## src/rtl/dut_arbiter.sv

```systemverilog
// dut_arbiter
//   Two-requester, round-robin arbiter in front of a downstream memory that
//   exposes separate write and read methods. One command is in flight at a
//   time: IDLE (grant) -> ISSUE (fire method or time out) -> RESP (one-cycle
//   completion pulse to the granted requester) -> IDLE.
//
// Parameters
//   TIMEOUT        ISSUE cycles with downstream rdy low tolerated before an
//                  error response (1..255).
//
// Ports
//   CLK, RST_N                       clock, asynchronous active-low reset
//   reqN_valid/wr/addr/wdata         requester N command (N = 0, 1)
//   reqN_ready                       one-cycle accept pulse to requester N
//   rspN_valid/data/err              one-cycle completion to requester N
//   write_address/data/en, write_rdy downstream write method
//   read_address/en, read_data/rdy   downstream read method
module dut_arbiter #(
  parameter int unsigned TIMEOUT = 15
) (
  input  logic       CLK,
  input  logic       RST_N,

  input  logic       req0_valid,
  input  logic       req0_wr,
  input  logic [2:0] req0_addr,
  input  logic       req0_wdata,
  output logic       req0_ready,

  input  logic       req1_valid,
  input  logic       req1_wr,
  input  logic [2:0] req1_addr,
  input  logic       req1_wdata,
  output logic       req1_ready,

  output logic       rsp0_valid,
  output logic       rsp0_data,
  output logic       rsp0_err,
  output logic       rsp1_valid,
  output logic       rsp1_data,
  output logic       rsp1_err,

  output logic [2:0] write_address,
  output logic       write_data,
  output logic       write_en,
  input  logic       write_rdy,

  output logic [2:0] read_address,
  output logic       read_en,
  input  logic       read_data,
  input  logic       read_rdy
);

  localparam logic [7:0] TO = TIMEOUT[7:0];

  typedef enum logic [1:0] {
    IDLE  = 2'd0,
    ISSUE = 2'd1,
    RESP  = 2'd2
  } state_t;

  state_t     state;
  logic       rr_ptr;    // requester preferred on the next tie
  logic       gnt_q;     // requester owning the current transaction
  logic       wr_q;
  logic [2:0] addr_q;
  logic       wdata_q;
  logic [7:0] wait_cnt;
  logic       rdata_q;
  logic       err_q;

  logic       grant_valid;
  logic       grant_id;
  logic       in_issue;
  logic       fire;
  logic       timed_out;
  logic       in_resp;

  // Grant is decided combinationally in IDLE so the accept pulse lands in
  // the same cycle as the latch; gating with RST_N keeps ready low while
  // reset is asserted.
  always_comb begin
    grant_valid = 1'b0;
    grant_id    = 1'b0;
    if (RST_N && state == IDLE && (req0_valid || req1_valid)) begin
      grant_valid = 1'b1;
      if (req0_valid && req1_valid) grant_id = rr_ptr;
      else                          grant_id = req1_valid;
    end
  end

  assign req0_ready = grant_valid & ~grant_id;
  assign req1_ready = grant_valid &  grant_id;

  assign in_issue = (state == ISSUE);
  assign in_resp  = (state == RESP);

  // Methods fire straight from rdy while issuing.
  assign write_en  = in_issue &  wr_q & write_rdy;
  assign read_en   = in_issue & ~wr_q & read_rdy;
  assign fire      = write_en | read_en;
  // The cycle whose increment brings the counter to TIMEOUT is the last one
  // allowed; it ends the ISSUE phase with an error.
  assign timed_out = in_issue & ~fire & ((wait_cnt + 8'd1) == TO);

  assign write_address = (in_issue &  wr_q) ? addr_q : '0;
  assign write_data    =  in_issue &  wr_q  & wdata_q;
  assign read_address  = (in_issue & ~wr_q) ? addr_q : '0;

  assign rsp0_valid = in_resp & ~gnt_q;
  assign rsp1_valid = in_resp &  gnt_q;
  assign rsp0_data  = rsp0_valid & rdata_q;
  assign rsp1_data  = rsp1_valid & rdata_q;
  assign rsp0_err   = rsp0_valid & err_q;
  assign rsp1_err   = rsp1_valid & err_q;

  always_ff @(posedge CLK or negedge RST_N) begin
    if (!RST_N) begin
      state    <= IDLE;
      rr_ptr   <= 1'b0;
      gnt_q    <= 1'b0;
      wr_q     <= 1'b0;
      addr_q   <= '0;
      wdata_q  <= 1'b0;
      wait_cnt <= '0;
      rdata_q  <= 1'b0;
      err_q    <= 1'b0;
    end else begin
      case (state)
        IDLE: begin
          if (grant_valid) begin
            gnt_q    <= grant_id;
            rr_ptr   <= ~grant_id;
            wr_q     <= grant_id ? req1_wr    : req0_wr;
            addr_q   <= grant_id ? req1_addr  : req0_addr;
            wdata_q  <= grant_id ? req1_wdata : req0_wdata;
            wait_cnt <= '0;
            state    <= ISSUE;
          end
        end
        ISSUE: begin
          if (fire) begin
            rdata_q <= read_en & read_data;
            err_q   <= 1'b0;
            state   <= RESP;
          end else begin
            wait_cnt <= wait_cnt + 8'd1;
            if (timed_out) begin
              rdata_q <= 1'b0;
              err_q   <= 1'b1;
              state   <= RESP;
            end
          end
        end
        RESP: begin
          state <= IDLE;
        end
        default: begin
          state <= IDLE;
        end
      endcase
    end
  end

endmodule

```

## config.mk

```make
export PLATFORM = sky130hd
export DESIGN_NAME = dut_arbiter
export DESIGN_NICKNAME = d
export VERILOG_FILES = /design/src/rtl/dut_arbiter.sv
export SDC_FILE = /design/constraint.sdc
export NUM_CORES = 1
export LEC_CHECK = 0
export CAP_MARGIN = 15
export CELL_PAD_IN_SITES_DETAIL_PLACEMENT = 0
export CELL_PAD_IN_SITES_GLOBAL_PLACEMENT = 2
export CORE_ASPECT_RATIO = 1.5
export CORE_MARGIN = 2
export CORE_UTILIZATION = 29
export DETAILED_ROUTE_END_ITERATION = 10
export PLACE_DENSITY = 0.9
export REMOVE_ABC_BUFFERS = 1
export SYNTH_ARGS = -nofsm -noshare
export SYNTH_HDL_FRONTEND = slang
export SYNTH_SLANG_ARGS = --single-unit
```

## constraint.sdc

```tcl
create_clock -name CLK -period 4.95 [get_ports CLK]
set_clock_uncertainty 0.15 [all_clocks]
set_input_delay 0.495 -clock CLK [delete_from_list [all_inputs] [get_ports CLK]]
set_output_delay 0.495 -clock CLK [all_outputs]
set_load 0.005 [all_outputs]
```

==> impl_metrics.json <==
{
  "synthAdderAreaFrac_pct": 2.304,
  "multiInputGateArea_um2": 554.3,
  "setup_tns_ps": 0,
  "final_area_um2": 1483,
  "dp.cells": 187,
  "drcViolationCount": 0,
  "slew_headroom_pct": 63.03,
  "critPathCaptureType": "output pin",
  "yosysTopAreaCell": "dfrtp_1",
  "setup_ws_ps": 1662,
  "reg2reg_slack_ps": 2870,
  "crit_arrival_ps": 2640,
  "dpl_cell_area_um2": 1436,
  "final_antenna_net_count": 0,
  "grt_start_max_net_pins": 21,
  "grt_antenna_before_repair": 0,
  "dr.first_iter.drc_count": 10,
  "post_cts_buffers": 0,
  "critPathKind": "input pin to output pin",
  "cts.clk_slew.worst_paths_ps": 70,
  "synthSimpleGateAreaFrac_pct": 25.46,
  "syn_area_per_cell_um2": 9.282,
  "critical_path.max_stage_delay_ps": 540,
  "post-route-util_pct": 41.02,
  "ys_ff_latch": 19,
  "hold_path_class": "flop to flop",
  "hold_viol_final": 0,
  "grt_pass1_vias": 917,
  "io_pins": 34,
  "synth_ff_type": "dfrtp_1",
  "synth-edff-count": 0,
  "layout_commonest_cell": "clkdlybuf4s50_1",
  "muxShareOfSynthArea_pct": 5.530,
  "io_buffers": 33,
  "core_area_um2": 3615,
  "nNetsFinal": 168,
  "maxCapViolCount": 0,
  "fin_crit_sh_pct": 66.42,
  "reg2reg_depth": 5,
  "drive_gt1_share_pct": 8.108,
  "pre_cts_slack_ps": 1653,
  "synth_area_um2": 1086,
  "synthCells": 117,
  "ff_latch_area_um2": 475.5,
  "status": "completed",
  "synth.area.top_cells": "dfrtp_1 44%, mux2i_1 5.5%, nand2_1 4.1%",
  "synthXorXnorAreaFrac_pct": 3.226,
  "final_cell_mix": "33 x clkdlybuf4s50_1, 19 x dfrtp_1, 12 x nand2_1",
  "ctsRootBufferMaster": "clkbuf_8",
  "power.leakage_uw": 0.0006455,
  "power.density_nw_per_um2": 390.6,
  "worstSetupStartpointType": "input pin",
  "grt_pass1_wl_mm": 4.264,
  "hold_depth": 2,
  "tightest_slew_ps": 553.4,
  "grt-ovfl-total": 0,
  "ir_drop_mv": 0.2528,
  "firstDrtPassIters": 4,
  "timing.rr.end": "wait_cnt[7]",
  "die_area_um2": 4261,
  "fin_cells": 191,
  "path_max_fanout": 20,
  "fp-row-count": 27,
  "syn2layout_area_growth_pct": 36.52,
  "hold_buffers": 0,
  "rsz0062_at_grt": "no",
  "crit_required_ps": 4300,
  "die_h_um": 78.95,
  "slowest_stage": "clkdlybuf4s50_1",
  "clock_latency_ps": 250,
  "cts.sinks": 19,
  "crit_top_cell": "clkdlybuf4s50_1",
  "hold_end": "wdata_q",
  "num_antenna_cells": 0,
  "htreeDepth": 1,
  "drt-wirelength-per-cell_um": 13.68,
  "start_util_pct": 30.05,
  "ys_seq_area_share_pct": 43.78,
  "finalWeightedCongestion": 0.8027,
  "r2r_start": "state[0]",
  "slew_viol_final": 0,
  "cts.path.max_buffers": 2,
  "min_period_ps": 3288,
  "finalSetupViolations": 0,
  "hp-start": "wdata_q",
  "die_w_um": 53.97,
  "ys_warn_count": 0,
  "ys_types": 36,
  "numCtsBuffers": 3,
  "cts_resized": 0,
  "via_per_inst": 4.906,
  "fmax_ghz": 0.3042,
  "synth_top_family_by_area": "simple AND/OR/NAND/NOR gates",
  "cts_tree": "built",
  "gr-usage-all-layers_pct": 13.60,
  "drt_wl_total_mm": 2.612,
  "num_vias": 937,
  "synthArstFlopShare_pct": 100.0,
  "synth_top_area_share_pct": 43.78,
  "synth_compound_area_share_pct": 14.52,
  "crit_chain": "clkdlybuf4s50_1 -> buf_4 -> o21ai_1 -> or3_1 -> nor2_1 -> clkdlybuf4s50_1",
  "hpwlAfterDp_mm": 2.045,
  "nFillCells": 366
}
==> synthesized netlist by cell type (2+ instances only) <==
| cell type | number |
|---|---|
| buf_2 | 3 |
| o21ai_0 | 7 |
| o41ai_1 | 2 |
| nand3_1 | 5 |
| a31oi_1 | 2 |
| nand2_1 | 12 |
| and2_1 | 4 |
| nor2_1 | 8 |
| nor3b_1 | 5 |
| o21ai_1 | 8 |
| clkbuf_1 | 2 |
| and3_1 | 5 |
| ha_1 | 2 |
| inv_1 | 4 |
| xor2_1 | 3 |
| mux2i_1 | 6 |
| dfrtp_1 | 19 |
| nor2b_1 | 2 |
==> sequential cells by signal, summed over array words and instances, names as in the netlist <==
name and flops:
gnt_q 1, err_q 1, state 2, wait_cnt 8
wdata_q 1, addr_q 3, rr_ptr 1, wr_q 1
rdata_q 1
==> how the worst max path moves through the flow <==
stage,start,end,slack [ps],cells after the start
floorplan,req1_valid,req1_ready,3060,3
global placement,RST_N,req1_ready,1680,6
detailed placement,RST_N,req1_ready,1650,6
CTS,RST_N,req1_ready,1650,6
global route,RST_N,req1_ready,1440,6
finish,RST_N,req1_ready,1660,6
==> power by group <==
part / switching, µW / internal, µW / leakage, µW
Sequential: 49.1 / 201 / 0.000248
Combinational: 111 / 112 / 0.000372
Clock: 50.6 / 55.9 / 0.0000255
Total: 211 / 368 / 0.000646
==> per-layer routing <==
layer | global-route usage, % | part of all wire, %
met1 | 17.07 | 41
met5 | 0 | 0
met2 | 22.20 | 53
met4 | 6.154 | 1.7
met3 | 2.068 | 3.8
==> worst max-delay path: cells and delay by family <==
kind	cells	cell delay [ps]
AOI/OAI and AO/OA	1	100
and+or+nand+nor	2	790
buffers and inverters	3	1260
==> stage by stage <==
stage | hold WS [ps] | power [µW]
3_5_place_dp | 320.3 | 479.0
4_1_cts | 338.5 | 587.2
3_3_place_gp | 313.0 | 471.8
5_1_grt | 366.9 | 631.5
2_1_floorplan | 49.41 | 371.2
6_report | 333.4 | 579.1
==> kinds of logic after synthesis <==
group | after synthesis
flops | 19
xor+xnor | 4
compound gates | 25
mux | 6
simple gates | 50
buf+inv | 11
fa+ha+maj | 2
==> final cells by class <==
type                            instances  area share (%)
Clock inverter                          1          0.3376
Clock buffer                            3           2.785
Timing Repair Buffer                   34           22.78
Multi-Input combinational cell         87           37.38
Inverter                                4           1.013
Sequential cell                        19           32.07
Tap cell                               43           3.629
Power figures use the tool's default switching activity.
